$ cat src/rtl/delay_sched.sv
// delay_sched: round-robin arbiter sharing one programmable delay counter
// among NREQ requesters. A grant latches the winner's delay (clamped to
// MAXD), counts 0..tgt while the request is held, then pulses done.
module delay_sched #(
    parameter int NREQ  = 4,
    parameter int CBITS = 14,
    parameter int MAXD  = 10000
) (
    input  logic                  clk,
    input  logic                  rst,
    input  logic [NREQ-1:0]       req,
    input  logic [NREQ*CBITS-1:0] dly,
    output logic [NREQ-1:0]       gnt,
    output logic [NREQ-1:0]       done,
    output logic                  busy,
    output logic [CBITS-1:0]      cnt_o,
    output logic                  err
);

    localparam int PW = (NREQ > 1) ? $clog2(NREQ) : 1;
    localparam logic [CBITS-1:0] MAXD_C = CBITS'(MAXD);

    typedef enum logic {IDLE, RUN} state_t;

    state_t           state;
    logic [PW-1:0]    ptr;
    logic [PW-1:0]    cur;
    logic [PW-1:0]    pick;
    logic             pick_vld;
    logic [CBITS-1:0] tgt;
    logic [CBITS-1:0] cnt;
    logic [CBITS-1:0] pick_dly;
    logic             pick_over;
    logic [CBITS-1:0] dly_a [NREQ];

    // Index that is k positions after p, wrapping modulo NREQ
    function automatic logic [PW-1:0] wrap_add(input logic [PW-1:0] p, input int k);
        return PW'((int'(p) + k) % NREQ);
    endfunction

    // Clamp a requested delay to the largest supported value
    function automatic logic [CBITS-1:0] clamp_dly(input logic [CBITS-1:0] d);
        return (d > MAXD_C) ? MAXD_C : d;
    endfunction

    for (genvar i = 0; i < NREQ; i++) begin : g_dly
        assign dly_a[i] = dly[i*CBITS +: CBITS];
    end

    // Round-robin search starting just after the last granted index
    always_comb begin
        pick     = ptr;
        pick_vld = 1'b0;
        for (int k = 1; k <= NREQ; k++) begin
            if (!pick_vld && req[wrap_add(ptr, k)]) begin
                pick     = wrap_add(ptr, k);
                pick_vld = 1'b1;
            end
        end
    end

    assign pick_dly  = dly_a[pick];
    assign pick_over = (pick_dly > MAXD_C);
    assign cnt_o     = cnt;

    // Delay target is pure data: latched at grant, no reset needed
    always_ff @(posedge clk) begin
        if (state == IDLE && pick_vld) begin
            tgt <= clamp_dly(pick_dly);
        end
    end

    // Arbitration / counting FSM with registered outputs
    always_ff @(posedge clk or posedge rst) begin
        if (rst) begin
            state <= IDLE;
            ptr   <= PW'(NREQ - 1);
            cur   <= '0;
            cnt   <= '0;
            gnt   <= '0;
            done  <= '0;
            busy  <= 1'b0;
            err   <= 1'b0;
        end else begin
            done <= '0;
            case (state)
                IDLE: begin
                    if (pick_vld) begin
                        cur   <= pick;
                        ptr   <= pick;
                        gnt   <= NREQ'(1) << pick;
                        cnt   <= '0;
                        busy  <= 1'b1;
                        state <= RUN;
                        if (pick_over) begin
                            err <= 1'b1;
                        end
                    end
                end
                RUN: begin
                    if (cnt > tgt) begin
                        err <= 1'b1;
                    end
                    if (!req[cur]) begin
                        // Abort: release without a completion pulse
                        gnt   <= '0;
                        cnt   <= '0;
                        busy  <= 1'b0;
                        state <= IDLE;
                    end else if (cnt == tgt) begin
                        done  <= NREQ'(1) << cur;
                        gnt   <= '0;
                        cnt   <= '0;
                        busy  <= 1'b0;
                        state <= IDLE;
                    end else begin
                        cnt <= cnt + CBITS'(1);
                    end
                end
                default: begin
                    gnt   <= '0;
                    cnt   <= '0;
                    busy  <= 1'b0;
                    state <= IDLE;
                end
            endcase
        end
    end

endmodule

$ cat config.mk
export PLATFORM = sky130hd
export DESIGN_NAME = delay_sched
export DESIGN_NICKNAME = d
export VERILOG_FILES = /design/src/rtl/delay_sched.sv
export SDC_FILE = /design/constraint.sdc
export NUM_CORES = 1
export LEC_CHECK = 0
export CAP_MARGIN = 5
export CORE_AREA = 4 4 77 79
export CTS_BUF_LIST = sky130_fd_sc_hd__clkbuf_2
export DETAILED_ROUTE_END_ITERATION = 16
export DIE_AREA = 0 0 81 83
export DONT_BUFFER_PORTS = 1
export PLACE_DENSITY = 0.73
export SLEW_MARGIN = 20
export SYNTH_ARGS = -nofsm -noshare
export SYNTH_HDL_FRONTEND = slang
export SYNTH_SLANG_ARGS = --single-unit
$ cat constraint.sdc
create_clock -name clk -period 2.5 [get_ports clk]
set_clock_uncertainty 0.15 [all_clocks]
set_input_delay 0.25 -clock clk [delete_from_list [all_inputs] [get_ports clk]]
set_output_delay 0.25 -clock clk [all_outputs]
set_load 0.02 [all_outputs]
After elaboration in Yosys (flattened, before gate mapping)
Index checks and enable logic that the tools add are counted.

word-level totals
  register bits = 43
  input bits = 62
  output and inout port bits = 24

operators by class
  add/subtract/negate cells = 5
  magnitude comparators = 8
  eq/ne operators = 5
  shifts and indexed selects = 2
  multiplexer cells = 44
  bitwise operators = 2
  reduce and logical (&&, ||, !) cells = 10

operators by type and width
  cell                   number
  $mux 14                5
  $bmux 14 s2            1
  $pmux 14 s2            1
  $mux 4                 6
  $mux 1                 18
  $lt 2x3->1 const B     5
  $add 14x1->14 const B  1
  $eq 14x14->1           1
  $gt 14x14->1           1
  $gt 14x14->1 const B   1
  $bmux 1 s2             5
  $mux 2                 4
  $pmux 4 s2             1
  $shl 1x2->4 const A    2
  $pmux 1 s2             3
  $add 2x1->2 const B    2
  $add 2x2->2 const B    2
  $logic_and 1x1->1      4
  $ne 2x2->1 const B     2
  $reduce_and 2->1       2
  $ge 3x3->1 const B     1
  $logic_not 1->1        3
  $ne 3x2->1 const B     1
  $not 2->3              1
  3 further kinds        3

Depth between registers and ports, before layout
Gate-level depths: netlist (run 1).

  depth after elaboration = 21
  mapped depth = 10
  depth with buffers taken out = 9

Least setup slack after synthesis (run 1)
No wires, ideal clock.

  path kind = reg2reg
  from = register ptr[1]
  to = register tgt[0] (data pin)
  library setup time = 158 ps
  data arrival time = 2281 ps
  required time = 2192 ps
  slack = -89 ps
  cell stages (with the launch flop) = 9
  path buffers = 2
  period minus slack after synthesis = 2589 ps
  cell sequence = dfstp_2 buf_4 nor3b_1 or3_4 buf_6 a211o_1 a2111oi_4 o2111ai_2 a211oi_2

on the way
  word-level cells in the longest chain between the ends = 18
  elaborated cells on any way between the ends = 30
  classes of those cells = 4 x add/sub; 1 x order compare; 18 x mux; 1 x bitwise; 6 x reduce/logical

RTL lines
  item                                           line  source
  from (decl)                                    26    logic [PW-1:0] ptr;
  from (signal assigned)                         77    ptr <= PW'(NREQ - 1);
  from (signal assigned)                         90    ptr <= pick;
  $add 2x1->2                                    38    return PW'((int'(p) + k) % NREQ);
  $bmux 1 s2                                     55    if (!pick_vld && req[wrap_add(ptr, k)]) begin
  $mux 1 (not written as such)                   55
  $mux 1                                         55
  $logic_not 1->1                                55
  $logic_and 1x1->1                              55
  $mux 1                                         55
  $logic_not 1->1                                55
  $logic_and 1x1->1                              55
  $mux 1                                         55
  $logic_not 1->1                                55
  $logic_and 1x1->1                              55
  $mux 2 *                                       55
  $not 2->3 (not written as such) *              62    assign pick_dly = dly_a[pick];
  $bmux 14 s2 *                                  62
  $mux 14 (not written as such) * (2 in series)  62
  $gt 14x14->1                                   43    return (d > MAXD_C) ? MAXD_C : d;
  to (signal assigned)                           69    tgt <= clamp_dly(pick_dly);
  to (decl)                                      30    logic [CBITS-1:0] tgt;

Mark *: on every way between the ends. The rest lies on a longest branch, timed or not. The select of a mux whose other input is x is not followed.
A chain may end at the register's enable or synchronous reset.

Worst setup path after layout (run 1)
  from = register ptr[1]
  to = register tgt[1] (data pin)

Same word-level chain as after synthesis.

==> summary.md, run 1 <==
| Metric | Value |
|---|---|
| Post-synth EDFFs | `14` |
| Unrepaired setup endpoints after global routing | `true` |
| Synth warn | `0` |
| Largest net degree at the start of global routing | `30` |
| Req. time, crit path | `2.52 ns` |
| Number of global-route vias before repair | `2722` |
| FF-to-FF path depth | `10` |
| Routed Antenna Nets | `0` |
| Synth Cell Area | `0.00305 mm^2` |
| Reg2reg start | `ptr[1]` |
| Post-DP HPWL | `6000 um` |
| Relative slew margins | `67.4%` |
| Fin crit share | `112%` |
| Pwr Density | `1150 mW/mm^2` |
| TritonCTS clock tree | `built` |
| Initial antenna violation count | `0` |
| Total GRT Usage | `23.5%` |
| Synth Area in Adders | `6.16%` |
| Final Hold Viols | `0` |
| Max incr delay on CP | `0.65 ns` |
| Hold Path End | `tgt[8]` |
| DRT Wirelength | `8760 um` |
| WHS Path Cells | `2` |
| Final worst setup slack | `-0.300 ns` |
| Crit path DAT | `2.82 ns` |
| Chip width | `81 um` |
| Clock sinks | `43` |
| Clock Latency Late Sink | `0.40 ns` |
| CTS H-tree lvls | `2` |
| Synthesized area per cell | `9.38 um^2` |
| Slew Limit Fails | `0` |
| Status | `complete, but fails checks` |
| Placement row count | `27` |
| Ys flop type | `dfrtp_1` |
| Via count | `2878` |
| Max VDD drop | `0.905 mV` |
| Crit path time final | `2.80 ns` |
| Post-synthesis compound-gate area fraction | `22.1%` |
| Die area | `0.00672 mm^2` |
| Failing checks | `setup timing` |
| Leakage power | `0.00184 uW` |
| Most frequent cells in the layout | `63 x buf_4, 28 x o21ai_0, 27 x dfrtp_1` |
| Worst path depth | `10` |
| N_diodes | `0` |
| CP top delay family | `compound AO/OA/AOI/OAI gates` |
| Area grow syn2layout | `29.2%` |
| Crit start category | `flop` |
| PortBufs | `0` |
| Hold crit path type | `input pin to flop` |
| Slew @ Worst Pin | `0.489 ns` |
| Post-Syn Instances | `325` |
| Area occupied by registers | `0.00115 mm^2` |
| Clock Pin Slew Worst Setup and Hold Paths | `0.19 ns` |
| Final Setup Violations | `12` |
| Kind of critical path | `flop to flop` |
| R2r endpoint | `tgt[1]` |
| Post-Place Setup Slack | `-0.263 ns` |
| Multi-input combinational cell area | `0.00194 mm^2` |
| Grt total ovfl | `0` |
| I/O pins | `86` |
| Fraction of registers with async set or reset after synthesis | `67.4%` |
| Maximum clock rate | `357 MHz` |
| DRC Markers | `0` |
| Max clock buf depth | `2` |
| Post-Synth Simple-Gate Area | `19.1%` |
| Proportion of layout cells with a drive suffix above 1 | `34.5%` |
| #FFs+latches synth | `43` |
| Initial core utilization | `57.1%` |
| Reg2reg setup slack | `-0.30 ns` |
| CP max stage cell | `dfstp_2` |
| Drt wl/cell | `18.7 um` |
| # Max-Cap Violations | `0` |
| Xor and xnor fraction of the mapped netlist area | `0.574%` |
| CP Max Fanout | `6` |
| Root buffer cell | `clkbuf_2` |
| Vias per cell | `6.14` |
| Drt first pass iters | `4` |
| Nets | `473` |
| First-pass GRT wire length | `12700 um` |
| Worst Path Buf+Inv | `3` |
| Finished Core Util | `73.8%` |
| Main combinational cell family by area after synthesis | `compound AO/OA/AOI/OAI gates` |
| CTS Buf Count | `5` |
| Die extent in y | `83 um` |
| Seq/Total Area, Yosys | `37.7%` |
| Distinct cells, synth | `62` |
| Mux contribution to synthesized area | `8.33%` |
| Crit end category | `flop` |
| Placer Congestion | `0.859` |
| Most common cell after layout, fill and taps aside | `buf_4` |
| Crit-path cells | `buf_12, nand2_8, a21o_4, nor2_4, buf_4, mux2i_2, a2111oi_2, and4b_2, buf_6, a21oi_1` |
| Total core area | `0.00534 mm^2` |
| Hold path start | `dly[36]` |
| DR iter-0 viols | `153` |
| # fillers | `386` |
| Syn Nets | `402` |
state kept, by name, indices dropped and copies added, names as in the netlist:
register	count
busy	1
cnt_o	14
cur	2
done	4
err	1
gnt	4
ptr	2
state	1
tgt	14
worst register-to-register path, delay by kind of cell (launching register included):
kind                   cells  cell delay (ns)
DFF                        1             0.65
AOI/OAI and AO/OA          3             0.68
buffers and inverters      3             0.43
muxes                      1             0.08
and+or+nand+nor            3             0.60
layout make-up:
| type | count | area share, % |
|---|---|---|
| Tap cell | 72 | 2.29 |
| Clock buffer | 8 | 1.02 |
| Timing Repair Buffer | 76 | 15.9 |
| Multi-Input combinational cell | 245 | 49.3 |
| Sequential cell | 43 | 29.2 |
| Inverter | 25 | 2.38 |
routing by layer:
metal / GRT usage (%) / part of all wire, % / vias to the layer above
met4: 9.06 / 2.6 / 0
met5: 0 / 0 / -
li1: - / - / 1354
met3: 5.64 / 6.9 / 27
met2: 38.0 / 50 / 134
met1: 30.1 / 40 / 1363
synthesized netlist by cell type, types with 2 or more instances:
master / number / area [um^2]
a211oi_1: 7 / 52.6
a21o_1: 9 / 67.6
a21oi_1: 18 / 90.1
a32oi_1: 7 / 61.3
and2_0: 2 / 12.5
and3_1: 11 / 68.8
and3_2: 2 / 15.0
buf_4: 2 / 15.0
buf_6: 3 / 33.8
clkbuf_1: 6 / 22.5
dfrtp_1: 27 / 676
dfstp_2: 2 / 52.6
edfxtp_1: 14 / 420
ha_1: 15 / 188
inv_1: 24 / 90.1
mux2_2: 6 / 67.6
mux2i_1: 16 / 160
nand2_1: 22 / 82.6
nand2b_1: 3 / 18.8
nand3_1: 20 / 100
nand4_1: 3 / 18.8
nor2_1: 17 / 63.8
nor2b_1: 5 / 31.3
nor3_1: 8 / 40.0
nor3_4: 2 / 32.5
nor4_1: 2 / 12.5
o21ai_0: 33 / 165
o31ai_1: 4 / 30.0
xor2_1: 2 / 17.5
worst max-delay path by stage:
stage                start      to
CTS                 ptr[0]  tgt[0]
finish              ptr[1]  tgt[1]
detailed placement  ptr[1]     err
global route        ptr[0]  tgt[1]
floorplan           ptr[1]     err
global placement    ptr[1]     err
report_power, final:
part	switching, uW	internal, uW	leakage [uW]
Combinational	1550	1470	0.00129
Sequential	194	1030	0.000514
Clock	209	82.5	0.0000332
repair_timing:
item,in CTS,in global routing
gates resized for setup,13,33
buffers inserted,5,12
pin swaps,8,11
hold buffers,1,0
setup endpoints to repair,13,17
endpoints found under the hold margin,29,0
gates cloned,2,0
metrics by stage:
step	cells	hold slack (ns)	area (um^2)	power [uW]	setup TNS [ns]
4_1_cts	457	0.00637	3720	4060	-1.74
6_report	469	0.0181	3940	4540	-2.58
5_1_grt	469	0.0159	3940	4830	-3.40
2_1_floorplan	325	0.177	3120	2800	-0.0188
3_3_place_gp	441	0.0922	3540	3510	-1.65
3_5_place_dp	441	0.0888	3540	3590	-2.22
cells by family (layout without fill, tap and decap cells):
family                   Yosys count  after routing
flip-flops                        43             43
multiplexers                      23             23
adder cells (fa/ha/maj)           15             15
XOR/XNOR                           2              2
buffers and inverters             38            109
AO/OA/AOI/OAI                     97             98
AND/OR/NAND/NOR                  107            107
Note: power is estimated with default switching activity, not from simulation.
==> run 2, diff against run 1 <==
- RECOVER_POWER: default -> 50
==> run 2 against run 1 <==
The run ends with capacitance limit, slew limit, setup timing left. Maximum frequency grew 0.37%. Critical path depth is the same. Worst setup slack improved by 0.010 ns. Global-route usage unchanged. Total power down 0.19%. Cell area is 1.0% lower. Via count increased by 1.1%. Non-clock buffer count is the same. Sequential share of layout area rose by 0.31 points. Critical path type unchanged. Critical endpoint unchanged. Largest cell class unchanged. Highest routed layer unchanged.
==> summary.md, run 2 (synthesized netlist as in run 1, its figures left out) <==
| Metric | Value |
|---|---|
| Relative slew margins | `-4.73% (-72 points)` |
| # fillers | `399 (+3.4%)` |
| Final Setup Violations | `12 (unchanged)` |
| Slew Limit Fails | `30 (+30)` |
| Req. time, crit path | `2.52 ns (about the same)` |
| TritonCTS clock tree | `built` |
| Total GRT Usage | `23.5% (unchanged)` |
| Hold crit path type | `input pin to flop` |
| # Max-Cap Violations | `1 (+1)` |
| DR iter-0 viols | `152 (-0.65%)` |
| Failing checks | `capacitance limit, slew limit, setup timing` |
| Crit path time final | `2.79 ns (-0.0105 ns)` |
| Unrepaired setup endpoints after global routing | `true` |
| PortBufs | `0 (unchanged)` |
| Clock sinks | `43 (unchanged)` |
| N_diodes | `0 (unchanged)` |
| Die extent in y | `83 um (unchanged)` |
| Maximum clock rate | `359 MHz (+0.37%)` |
| Final Hold Viols | `0 (unchanged)` |
| Root buffer cell | `clkbuf_2` |
| Placer Congestion | `0.859 (unchanged)` |
| Most frequent cells in the layout | `52 x buf_4, 28 x o21ai_0, 27 x dfrtp_1` |
| Proportion of layout cells with a drive suffix above 1 | `31.7% (-2.8 points)` |
| Via count | `2910 (+1.1%)` |
| Slew @ Worst Pin | `1.57 ns (+1.08 ns)` |
| Finished Core Util | `73.0% (-0.77 points)` |
| Routed Antenna Nets | `0 (unchanged)` |
| Clock Pin Slew Worst Setup and Hold Paths | `0.19 ns (about the same)` |
| DRT Wirelength | `8720 um (-0.47%)` |
| CP Max Fanout | `6 (unchanged)` |
| Crit start category | `flop` |
| Hold WS | `0.0145 ns (-0.00354 ns)` |
| Pwr Total | `4530 uW (-0.19%)` |
| Crit path DAT | `2.81 ns (about the same)` |
| Max clock buf depth | `2 (unchanged)` |
| Chip width | `81 um (unchanged)` |
| Number of global-route vias before repair | `2722 (unchanged)` |
| First-pass GRT wire length | `12700 um (unchanged)` |
| Total core area | `0.00534 mm^2 (unchanged)` |
| Most common cell after layout, fill and taps aside | `buf_4` |
| Nets | `473 (unchanged)` |
| I/O pins | `86 (unchanged)` |
| Post-DP HPWL | `6000 um (unchanged)` |
| Initial antenna violation count | `0 (unchanged)` |
| Final Instance Area | `0.00390 mm^2 (-1.0%)` |
| Setup TNS | `-2.51 ns (+0.0701 ns)` |
| Initial core utilization | `57.1% (unchanged)` |
| Clock Latency Late Sink | `0.40 ns (about the same)` |
| CP max stage cell | `dfstp_2` |
| Status | `complete, but fails checks` |
| Pwr Density | `1160 mW/mm^2 (+0.87%)` |
| Leakage power | `0.00180 uW (-2.5%)` |
| Area occupied by registers | `0.00115 mm^2 (unchanged)` |
| Largest net degree at the start of global routing | `30 (unchanged)` |
| DRC Markers | `0 (unchanged)` |
| Drt first pass iters | `5 (+1)` |
| Kind of critical path | `flop to flop` |
| Crit end category | `flop` |
| Drt wl/cell | `18.6 um (-0.47%)` |
| Area grow syn2layout | `27.9%` |
| Max incr delay on CP | `0.65 ns (about the same)` |
| Fin crit share | `112% (-0.42 points)` |
| Crit-path cells | `buf_12, nand2_8, a21o_4, nor2_4, buf_4, mux2i_2, a2111oi_2, and4b_2, buf_6, a21oi_1` |
| Final worst setup slack | `-0.289 ns (+0.0105 ns)` |
| CP top delay family | `compound AO/OA/AOI/OAI gates` |
| Max VDD drop | `0.905 mV (about the same)` |
| Vias per cell | `6.20 (+1.1%)` |
| Area post-placement | `0.00354 mm^2 (unchanged)` |
| Die area | `0.00672 mm^2 (unchanged)` |
| CTS Buf Count | `5 (unchanged)` |
| Multi-input combinational cell area | `0.00194 mm^2 (unchanged)` |
| Placement row count | `27 (unchanged)` |
| Grt total ovfl | `0 (unchanged)` |
| CTS H-tree lvls | `2 (unchanged)` |
| Worst Path Buf+Inv | `3 (unchanged)` |
run 2: cell types whose count changed in the layout (fill, tap and decap cells not counted), sizes merged:
cell | before | now
buf | 75 | 64
clkbuf | 8 | 19
run 2: stage by stage:
| stage | worst slack (ns) | std cells |
|---|---|---|
| floorplan | -0.00934 | 325 |
| global placement | -0.187 | 441 |
| detailed placement | -0.263 | 441 |
| CTS | -0.208 | 457 |
| global route | -0.362 | 469 |
| finish | -0.289 | 469 |
run 2: area by class of cell:
type / count / area share [%]
clock buffer: 8 / 1.03
sequential: 43 / 29.5
tap: 72 / 2.31
multi-input combinational: 245 / 49.8
timing repair buffer: 76 / 15.0
inverter: 25 / 2.41
run 2: final timing paths:
check                           startpoint  slack, ns  cells past startpoint   endpoint
max in group asynchronous              rst       0.64                      3  cnt_o[10]
worst max register to register      ptr[1]      -0.29                     10     tgt[1]
worst max-delay path                ptr[1]      -0.29                     10     tgt[1]
worst min register to register      ptr[0]       0.42                      2     ptr[0]
min in group asynchronous              rst       0.65                      3   cnt_o[9]
worst min-delay path               dly[36]       0.01                      2     tgt[8]
run 2: per-layer routing:
metal	global-route usage [%]	up-vias	routed length, um
met1	30.1	1393	3480
met5	0	-	0
met2	38.0	135	4380
met3	5.64	27	612
li1	-	1355	-
met4	9.06	0	253
run 2: power by group:
part | switching [uW] | internal, uW | leakage (uW)
combinational | 1550 | 1460 | 0.00125
clock | 212 | 82.5 | 0.0000332
sequential | 194 | 1030 | 0.000514
total | 1950 | 2580 | 0.00180
run 2: what timing repair did:
item                                    4_1_cts  5_1_grt
endpoints found under the hold margin        29        0
pin swaps                                     8       11
gates cloned                                  2        0
buffers inserted                              5       12
hold buffers                                  1        0
endpoints found under the setup margin       13       17
resized for setup                            13       33
